File: config.mk
export PLATFORM = sky130hd
export DESIGN_NAME = apb_ucpd_bmc_tx
export DESIGN_NICKNAME = d
export VERILOG_FILES = /design/src/rtl/apb_ucpd_pkg.sv /design/src/rtl/apb_ucpd_bmc_line.sv /design/src/rtl/apb_ucpd_bmc_tx.sv
export SDC_FILE = /design/constraint.sdc
export NUM_CORES = 1
export LEC_CHECK = 0
export ABC_AREA = 1
export CAP_MARGIN = 25
export CORE_AREA = 2 2 71 73
export DETAILED_ROUTE_END_ITERATION = 7
export DIE_AREA = 0 0 73 75
export GPL_ROUTABILITY_DRIVEN = 1
export MAX_ROUTING_LAYER = met4
export PLACE_DENSITY = 0.82
export SLEW_MARGIN = 30
export SYNTH_ARGS = -nofsm -noshare
export SYNTH_HDL_FRONTEND = slang
export SYNTH_SLANG_ARGS = --single-unit
File: constraint.sdc
create_clock -name clk_in -period 1.7 [get_ports clk_in]
set_clock_uncertainty 0.1 [all_clocks]
set_input_delay 0.34 -clock clk_in [delete_from_list [all_inputs] [get_ports clk_in]]
set_output_delay 0.34 -clock clk_in [all_outputs]
set_load 0.005 [all_outputs]
File: src/rtl/apb_ucpd_pkg.sv
// rtl/apb_ucpd_pkg.sv - shared constants, state encoding and 4b5b encoder for the UCPD transmitter
//
// Purpose: 4b5b data table, USB-PD K-codes and the transmit FSM state type.
// Ports:   none (package).
package apb_ucpd_pkg;

  localparam logic [4:0] K_SYNC1 = 5'b11000;
  localparam logic [4:0] K_SYNC2 = 5'b10001;
  localparam logic [4:0] K_RST1  = 5'b00111;
  localparam logic [4:0] K_EOP   = 5'b01101;

  typedef enum logic [2:0] {
    ST_IDLE     = 3'd0,
    ST_PREAMBLE = 3'd1,
    ST_DATA     = 3'd2,
    ST_EOP      = 3'd3,
    ST_TAIL     = 3'd4
  } tx_state_e;

  function automatic logic [4:0] enc_4b5b(input logic [3:0] nib);
    logic [4:0] sym;
    case (nib)
      4'h0: sym = 5'b11110;
      4'h1: sym = 5'b01001;
      4'h2: sym = 5'b10100;
      4'h3: sym = 5'b10101;
      4'h4: sym = 5'b01010;
      4'h5: sym = 5'b01011;
      4'h6: sym = 5'b01110;
      4'h7: sym = 5'b01111;
      4'h8: sym = 5'b10010;
      4'h9: sym = 5'b10011;
      4'hA: sym = 5'b10110;
      4'hB: sym = 5'b10111;
      4'hC: sym = 5'b11010;
      4'hD: sym = 5'b11011;
      4'hE: sym = 5'b11100;
      default: sym = 5'b11101;
    endcase
    return sym;
  endfunction

endpackage

File: src/rtl/apb_ucpd_bmc_line.sv
// rtl/apb_ucpd_bmc_line.sv - BMC half-bit phase and line level flops
//
// Purpose: produces the biphase-mark line level, one step per strobe.
// Ports:
//   clk_i        kernel clock
//   rst_i        synchronous active-high reset
//   bit_i        bit value, sampled on the strobe that starts a bit
//   strobe_i     advance one half-bit
//   force_low_i  drive the line to 0 and return to the bit-start phase
//   bmc_out_o    line level
//   mid_o        1 when the next strobe is the mid-bit half
module apb_ucpd_bmc_line (
  input  logic clk_i,
  input  logic rst_i,
  input  logic bit_i,
  input  logic strobe_i,
  input  logic force_low_i,
  output logic bmc_out_o,
  output logic mid_o
);

  logic level_q;
  logic mid_q;
  logic bit_q;

  always_ff @(posedge clk_i) begin
    if (rst_i) begin
      level_q <= 1'b0;
      mid_q   <= 1'b0;
      bit_q   <= 1'b0;
    end else if (force_low_i) begin
      level_q <= 1'b0;
      mid_q   <= 1'b0;
    end else if (strobe_i) begin
      if (!mid_q) begin
        // Every bit starts with a transition; the bit value decides the mid-bit one.
        level_q <= ~level_q;
        bit_q   <= bit_i;
        mid_q   <= 1'b1;
      end else begin
        if (bit_q) level_q <= ~level_q;
        mid_q <= 1'b0;
      end
    end
  end

  assign bmc_out_o = level_q;
  assign mid_o     = mid_q;

endmodule

File: src/rtl/apb_ucpd_bmc_tx.sv
// rtl/apb_ucpd_bmc_tx.sv - USB-PD BMC transmit line coder
//
// Purpose: sends preamble, 4b5b-coded items and an EOP K-code as BMC,
//          advancing one half-bit per hbit_tick.
// Ports:
//   clk_in, rst          kernel clock, synchronous active-high reset
//   hbit_tick            half-bit strobe
//   tx_data/tx_kcode/tx_last/tx_valid/tx_ready   item handshake (one-entry hold)
//   bmc_out, drive_en    line level and transmitter enable
//   busy, tx_done, tx_underrun                   status
module apb_ucpd_bmc_tx
  import apb_ucpd_pkg::*;
#(
  parameter logic [6:0] PREAMBLE_BITS = 7'd64,
  parameter logic [4:0] EOP_SYM       = K_EOP
) (
  input  logic       clk_in,
  input  logic       rst,
  input  logic       hbit_tick,
  input  logic [7:0] tx_data,
  input  logic       tx_kcode,
  input  logic       tx_last,
  input  logic       tx_valid,
  output logic       tx_ready,
  output logic       bmc_out,
  output logic       drive_en,
  output logic       busy,
  output logic       tx_done,
  output logic       tx_underrun
);

  localparam logic [6:0] PRE_LAST = PREAMBLE_BITS - 7'd1;

  tx_state_e  state_q, state_d;
  logic       drive_q, drive_d;
  logic [6:0] bitcnt_q, bitcnt_d;
  logic [2:0] bidx_q, bidx_d, nxt_idx;
  logic [4:0] sym_q, sym_d, sym2_q, sym2_d, load_sym;
  logic       has2_q, has2_d, last_q, last_d;
  logic       done_q, done_d, underrun_q, underrun_d;
  logic       hold_full_q, hold_k_q, hold_last_q;
  logic [7:0] hold_data_q;
  logic       load, xfer;
  logic       line_strobe, line_bit, line_force_low, line_mid;

  assign xfer     = tx_valid & ~hold_full_q;
  assign load_sym = hold_k_q ? hold_data_q[4:0] : enc_4b5b(hold_data_q[3:0]);

  always_comb begin
    state_d        = state_q;
    drive_d        = drive_q;
    bitcnt_d       = bitcnt_q;
    bidx_d         = bidx_q;
    sym_d          = sym_q;
    sym2_d         = sym2_q;
    has2_d         = has2_q;
    last_d         = last_q;
    done_d         = 1'b0;
    underrun_d     = 1'b0;
    load           = 1'b0;
    line_strobe    = 1'b0;
    line_bit       = 1'b0;
    line_force_low = 1'b0;
    nxt_idx        = bidx_q + 3'd1;
    if (hbit_tick) begin
      case (state_q)
        ST_IDLE: begin
          if (hold_full_q) begin
            state_d     = ST_PREAMBLE;
            drive_d     = 1'b1;
            bitcnt_d    = 7'd0;
            line_strobe = 1'b1;
          end
        end
        ST_PREAMBLE: begin
          line_strobe = 1'b1;
          if (!line_mid) begin
            if (bitcnt_q == PRE_LAST) begin
              load    = 1'b1;
              state_d = ST_DATA;
            end else begin
              bitcnt_d = bitcnt_q + 7'd1;
              line_bit = bitcnt_d[0];
            end
          end
        end
        ST_DATA: begin
          line_strobe = 1'b1;
          if (!line_mid) begin
            if (bidx_q != 3'd4) begin
              bidx_d   = nxt_idx;
              line_bit = sym_q[nxt_idx];
            end else if (has2_q) begin
              sym_d    = sym2_q;
              has2_d   = 1'b0;
              bidx_d   = 3'd0;
              line_bit = sym2_q[0];
            end else if (!last_q && hold_full_q) begin
              load = 1'b1;
            end else begin
              // Starved stream closes the packet exactly as a flagged last item would.
              underrun_d = ~last_q;
              state_d    = ST_EOP;
              sym_d      = EOP_SYM;
              bidx_d     = 3'd0;
              line_bit   = EOP_SYM[0];
            end
          end
        end
        ST_EOP: begin
          if (!line_mid && bidx_q == 3'd4) begin
            state_d        = ST_TAIL;
            line_force_low = 1'b1;
          end else begin
            line_strobe = 1'b1;
            if (!line_mid) begin
              bidx_d   = nxt_idx;
              line_bit = sym_q[nxt_idx];
            end
          end
        end
        ST_TAIL: begin
          state_d = ST_IDLE;
          drive_d = 1'b0;
          done_d  = 1'b1;
        end
        default: state_d = ST_IDLE;
      endcase
    end
    if (load) begin
      sym_d    = load_sym;
      sym2_d   = enc_4b5b(hold_data_q[7:4]);
      has2_d   = ~hold_k_q;
      last_d   = hold_last_q;
      bidx_d   = 3'd0;
      line_bit = load_sym[0];
    end
  end

  always_ff @(posedge clk_in) begin
    if (rst) begin
      state_q     <= ST_IDLE;
      drive_q     <= 1'b0;
      bitcnt_q    <= 7'd0;
      bidx_q      <= 3'd0;
      sym_q       <= 5'd0;
      sym2_q      <= 5'd0;
      has2_q      <= 1'b0;
      last_q      <= 1'b0;
      done_q      <= 1'b0;
      underrun_q  <= 1'b0;
      hold_full_q <= 1'b0;
      hold_data_q <= 8'd0;
      hold_k_q    <= 1'b0;
      hold_last_q <= 1'b0;
    end else begin
      state_q    <= state_d;
      drive_q    <= drive_d;
      bitcnt_q   <= bitcnt_d;
      bidx_q     <= bidx_d;
      sym_q      <= sym_d;
      sym2_q     <= sym2_d;
      has2_q     <= has2_d;
      last_q     <= last_d;
      done_q     <= done_d;
      underrun_q <= underrun_d;
      if (xfer) begin
        hold_full_q <= 1'b1;
        hold_data_q <= tx_data;
        hold_k_q    <= tx_kcode;
        hold_last_q <= tx_last;
      end else if (load) begin
        hold_full_q <= 1'b0;
      end
    end
  end

  apb_ucpd_bmc_line u_line (
    .clk_i       (clk_in),
    .rst_i       (rst),
    .bit_i       (line_bit),
    .strobe_i    (line_strobe),
    .force_low_i (line_force_low),
    .bmc_out_o   (bmc_out),
    .mid_o       (line_mid)
  );

  assign tx_ready    = ~hold_full_q;
  assign drive_en    = drive_q;
  assign busy        = (state_q != ST_IDLE);
  assign tx_done     = done_q;
  assign tx_underrun = underrun_q;

endmodule

# Word level (Yosys, flattened, before mapping)
# Memories as Yosys holds them, arrays and structs flattened. A register that Yosys moved wholly into a read port is not among the register bits.
# Index checks and enable logic that the tools add are counted.
[op_classes]
n_addsub = 2
n_lt_le_gt_ge = 1
n_eq_ne = 23
mux = 68
bitwise_logic = 9
reduce_logical = 25
[ops]
columns = ["op", "n"]
rows = [
  ["$mux 3", 14],
  ["$mux 5", 8],
  ["$mux 1", 33],
  ["$ne 2x2->1 const B", 14],
  ["$mux 7", 3],
  ["$pmux 7 s2", 1],
  ["$pmux 3 s4", 1],
  ["$reduce_bool 2->1", 6],
  ["$reduce_and 5->1", 2],
  ["$reduce_and 9->1", 1],
  ["$mux 4", 2],
  ["$not 1->1", 8],
  ["$reduce_or 2->1", 4],
  ["$add 7x1->7 const B", 1],
  ["$eq 7x6->1 const B", 1],
  ["$reduce_or 7->1", 1],
  ["$eq 3x2->1 const B", 2],
  ["$eq 3x3->1 const B", 2],
  ["$ne 3x3->1 const B", 2],
  ["$pmux 1 s3", 2],
  ["$pmux 3 s2", 1],
  ["$reduce_and 3->1", 2],
  ["$reduce_and 6->1", 1],
  ["$lt 3x4->1 const B", 1],
  ["12 further kinds", 15],
]
[word_totals]
register_bits = 37
mem_bits_ro = 160
in_bits = 14
out_inout_bits = 6
memories = 2
[mem_list]
columns = ["memory", "words", "width", "read_ports", "rd_ports_with_merged_regs", "wr", "line", "source"]
rows = [
  ["(no name shown)", 16, 5, 1, 1, 0, "apb_ucpd_pkg.sv:22", "case (nib)"],
  ["(no name shown)", 16, 5, 1, 1, 0, "apb_ucpd_pkg.sv:22", ""],
]

# Longest topological paths before layout
[depth]
word_depth = 10
ltp_mapped = 12
depth_no_buf = 11

# Cells and area by module
# From an unflattened synthesis, not the netlist that was laid out.
[hier_totals]
hier_cells = 352
hier_area_um2 = 2446.1
[modules_own_cells]
columns = ["mod", "instances", "cells_per_inst", "area_per_inst_um2", "seq_area_each_um2"]
rows = [
  ["apb_ucpd_bmc_tx", 1, 331, 2303.5, 880.8],
  ["apb_ucpd_bmc_line", 1, 21, 142.6, 60.1],
]

# Worst setup path after synthesis
# OpenSTA, ideal clock, no wires.
[synth_timing]
kind = "register -> register"
startpoint = "reg bidx_q[0]"
endpoint = "reg sym_q[0]"
setup_time_ns = 0.065
arrival_time_ns = 1.492
t_required_ns = 1.535
slack_ns = 0.043
stages_incl_launch_ff = 13
n_path_buf = 1
period_less_slack_ns = 1.657
path_cell_list = "dfxtp_1 inv_1 ha_1 nand2_1 nor2_1 nand3_2 nand2_2 nand2_4 buf_6 nand2_1 o21ai_1 inv_1 nor2_1"
[synth_between]
elab_chain_len = 7
elab_cells_between_ends = 12
classes_between = "eq/ne (4); mux (5); reduce/logical (3)"
[synth_rtl]
columns = ["element", "line", "source"]
rows = [
  ["from (decl)", "apb_ucpd_bmc_tx.sv:37", "logic [2:0] bidx_q, bidx_d, nxt_idx;"],
  ["from (signal assigned)", "apb_ucpd_bmc_tx.sv:160", "bidx_q <= bidx_d;"],
  ["$ne 3x3->1 *", "apb_ucpd_bmc_tx.sv:90", "if (bidx_q != 3'd4) begin"],
  ["$mux 1", "apb_ucpd_bmc_tx.sv:90", ""],
  ["$mux 1", "apb_ucpd_bmc_tx.sv:89", "if (!line_mid) begin"],
  ["$pmux 1 s2", "apb_ucpd_bmc_tx.sv:66", "case (state_q)"],
  ["$mux 1", "apb_ucpd_bmc_tx.sv:65", "if (hbit_tick) begin"],
  ["$ne 3x3->1 (no line), or another cell as far along", "-", ""],
  ["$reduce_and 5->1 (no line)", "-", ""],
  ["to (signal assigned)", "apb_ucpd_bmc_tx.sv:161", "sym_q <= sym_d;"],
  ["to (decl)", "apb_ucpd_bmc_tx.sv:38", "logic [4:0] sym_q, sym_d, sym2_q, sym2_d, load_sym;"],
]
# Every way passes the cells marked *; elsewhere a longest branch is shown, timed or not.
# A chain may end at the register's enable or synchronous reset.

# Final worst setup path
[layout_timing]
startpoint = "reg hold_full_q"
endpoint = "out tx_ready"
[layout_between]
elab_chain_len = 1
[layout_rtl]
columns = ["element", "line", "source"]
rows = [
  ["from (decl)", "apb_ucpd_bmc_tx.sv:41", "logic hold_full_q, hold_k_q, hold_last_q;"],
  ["from (signal assigned)", "apb_ucpd_bmc_tx.sv:152", "hold_full_q <= 1'b0;"],
  ["from (signal assigned)", "apb_ucpd_bmc_tx.sv:168", "hold_full_q <= 1'b1;"],
  ["from (signal assigned)", "apb_ucpd_bmc_tx.sv:173", "hold_full_q <= 1'b0;"],
  ["$not 1->1", "apb_ucpd_bmc_tx.sv:188", "assign tx_ready = ~hold_full_q;"],
  ["to (decl)", "apb_ucpd_bmc_tx.sv:24", "output logic tx_ready,"],
]
# No other way between the ends.

==> results.yml <==
outcome:
  status: "finished clean"
detailed_routing:
  drc: 0
  wl_per_cell_um: 12.6
  routed_wl_mm: 5.61
  drt_iter0_drc: 167
  num_vias: 2316
  dr.pass1.iters: 4
  ant_nets: 0
  via_per_inst: 5.19
logic_synthesis:
  syn_area_sq_um: 2310
  synthDistinctLibCells: 29
  yosysSeqAreaShare: 0.407
  ys.warnings.count: 0
  avgSynthCellArea_sq_um: 6.99
  postSynthCellCount: 331
  ys_seq_elements: 47
  syn-num-nets: 348
critical_path:
  start_kind: "flop"
  crit_chain: "inv_2 > clkdlybuf4s50_1"
  critPathKind: "flop to output pin"
  slowest_delay_ns: 0.50
  timing.rr.start: "bitcnt_q[0]"
  crit_path_top_delay_cell: "clkdlybuf4s50_1"
  cp.required_ns: 1.26
  ff2ff_path_depth: 10
  r2r_setup_slack_ns: 0.05
  crit_fanout: 2
  critical-path-top-delay-family: "buffers and inverters"
  worstReg2RegEnd: "sym_q[3]"
  path_buf_inv: 2
  worst_ep_arrival_time_ns: 1.24
  end_kind: "output pin"
power:
  ir_drop_uv: 522
  power_uw: 2600
  p_leak_uw: 0.00129
  cellPowerDensity_nw_per_um2: 834
floorplan:
  start_util: 0.496
  die_area_sq_um: 5480
  fp.dieH_um: 75
  die_w_um: 73
  io_pins: 20
  coreArea_sq_um: 4660
  num_rows: 25
placement:
  routabilityCongestion: 0.923
  hpwl_mm: 3.90
  place_ws_ns: -0.164
  place_area_sq_um: 2780
  io_buffer_count: 19
clock_tree:
  cts_made_buffers: 5
  root_buffer: "clkbuf_8"
  cts_sinks: 47
  holdBufCountCts: 0
  cts_tree: "done"
  clk_path_buf_depth: 2
  cts.htree.levels: 2
  clkLatencyLatePin_ns: 0.31
  cts.clk_slew.worst_paths_ns: 0.08
sta:
  fin_crit_ns: 1.68
  rsz0062_at_grt: "true"
  setup_viol: 0
  worst_pin_slew_ns: 0.276
  setup_slack_ns: 0.0220
  maxSlewHeadroom: 0.815
  hold_violations: 0
  period_share: 0.987
  drv_slew: 0
  fmax_ghz: 0.596
finish:
  num_antenna_cells: 0
  seqCellArea_sq_um: 953
  final_cell_mix: "nand2_1, dfxtp_1, nor2_1"
  fin_nets: 408
  post-route-util: 0.668
  final_area_sq_um: 3110
  multi_input_area_sq_um: 1350
  drive_gt1_frac: 0.242
  fillers: 383
  area_growth_pct: 34.6
  final_common_cell: "nand2_1"
grt:
  antenna_found_initial: 0
  grtUsageMet1: 0.242
  grt_usage: 0.221
  grt_most_used_layer: "met2"
  grt_pass1_vias: 2151
  grt_pass1_wl_mm: 9.05
  met2_usage: 0.392
  grt_use_met3: 0.0495
  grt_max_degree: 19
  grt-ovfl-total: 0
worst_hold_path:
  hold_path.class: "flop to flop"
  min_to: "drive_en"
  hp-start: "drive_en"
  hold-path-cell-count: 2
flow_run:
  cap_violations: 0
-- worst max path at each step --
stage,cells past startpoint,slack (ns),to,startpoint
6_report,2,0.02,tx_ready,hold_full_q
3_3_place_gp,8,-0.14,sym_q[3],hbit_tick
3_5_place_dp,8,-0.16,sym_q[3],hbit_tick
4_1_cts,10,-0.05,sym_q[3],bitcnt_q[0]
5_1_grt,11,-0.04,sym_q[3],state_q[2]
2_1_floorplan,12,0.04,sym_q[0],bidx_q[0]
-- worst reg2reg max path: stages, from the launching register on --
cell and delay, ns:
dfxtp_1 0.35, ha_2 0.22, nand3_2 0.10, nor2_2 0.12
nand2_1 0.11, nand2_4 0.12, nand2_8 0.08, buf_6 0.14
o21ai_2 0.09, nor2_1 0.04, nor2_1 0.11
-- kinds of logic after synthesis --
group / after synthesis / synth area share
adder cells (fa/ha/maj): 3 / 0.0162
XOR/XNOR: 6 / 0.0227
flip-flops: 47 / 0.407
AO/OA/AOI/OAI: 68 / 0.160
AND/OR/NAND/NOR: 166 / 0.320
multiplexers: 2 / 0.00865
buffers and inverters: 39 / 0.0665
-- area by class of cell --
cell class / instances / area share
Clock buffer: 6 / 0.0265
Clock inverter: 2 / 0.0113
Inverter: 34 / 0.0410
Multi-Input combinational cell: 246 / 0.435
Sequential cell: 47 / 0.306
Tap cell: 54 / 0.0217
Timing Repair Buffer: 57 / 0.158
-- where the power goes --
part | leakage, uW | internal [uW] | switching (uW)
clock | 0.0000612 | 476 | 393
combinational | 0.000844 | 231 | 290
sequential | 0.000386 | 1160 | 44.2
-- cell usage after synthesis --
| library cell | n | area (sq um) |
|---|---|---|
| nor2_1 | 40 | 150 |
| ha_1 | 3 | 37.5 |
| o21ai_2 | 1 | 8.76 |
| mux2i_1 | 2 | 20.0 |
| o21ai_1 | 10 | 50.1 |
| nor3_1 | 7 | 35.0 |
| nand3b_1 | 1 | 7.51 |
| clkbuf_1 | 4 | 15.0 |
| nor2_4 | 2 | 22.5 |
| dfxtp_1 | 47 | 941 |
| o31ai_1 | 1 | 7.51 |
| a211oi_2 | 1 | 12.5 |
| nand2_2 | 4 | 25.0 |
| xnor2_1 | 1 | 8.76 |
| nand3_2 | 2 | 20.0 |
| a21oi_4 | 1 | 16.3 |
| a21o_1 | 1 | 7.51 |
| o22ai_1 | 1 | 6.26 |
| nand2_4 | 2 | 22.5 |
| inv_1 | 28 | 105 |
| nand2_1 | 75 | 282 |
| o21ai_0 | 18 | 90.1 |
| inv_2 | 6 | 22.5 |
| nor2_2 | 3 | 18.8 |
| nand4_1 | 5 | 31.3 |
| buf_6 | 1 | 11.3 |
| xor2_1 | 5 | 43.8 |
| nand3_1 | 25 | 125 |
| a21oi_1 | 34 | 170 |
-- routing by layer --
metal | part of all wire | vias up
li1 | - | 1209
met1 | 0.42 | 1041
met2 | 0.52 | 55
met3 | 0.042 | 11
met4 | 0.017 | 0
met5 | 0 | -
-- repair_timing --
action	in CTS	in global routing
setup buffers	5	3
endpoints found under the setup margin	12	29
gates cloned	0	1
pin swaps	3	15
gates resized for setup	9	38
-- through the flow --
| step | setup TNS, ns | cells | hold slack, ns |
|---|---|---|---|
| 3_5_place_dp | -1.66 | 430 | 0.338 |
| 5_1_grt | -0.223 | 446 | 0.393 |
| 6_report | 0 | 446 | 0.348 |
| 4_1_cts | -0.210 | 443 | 0.351 |
| 3_3_place_gp | -1.06 | 430 | 0.334 |
| 2_1_floorplan | 0 | 331 | 0.342 |
(Power assumes the default switching activity.)
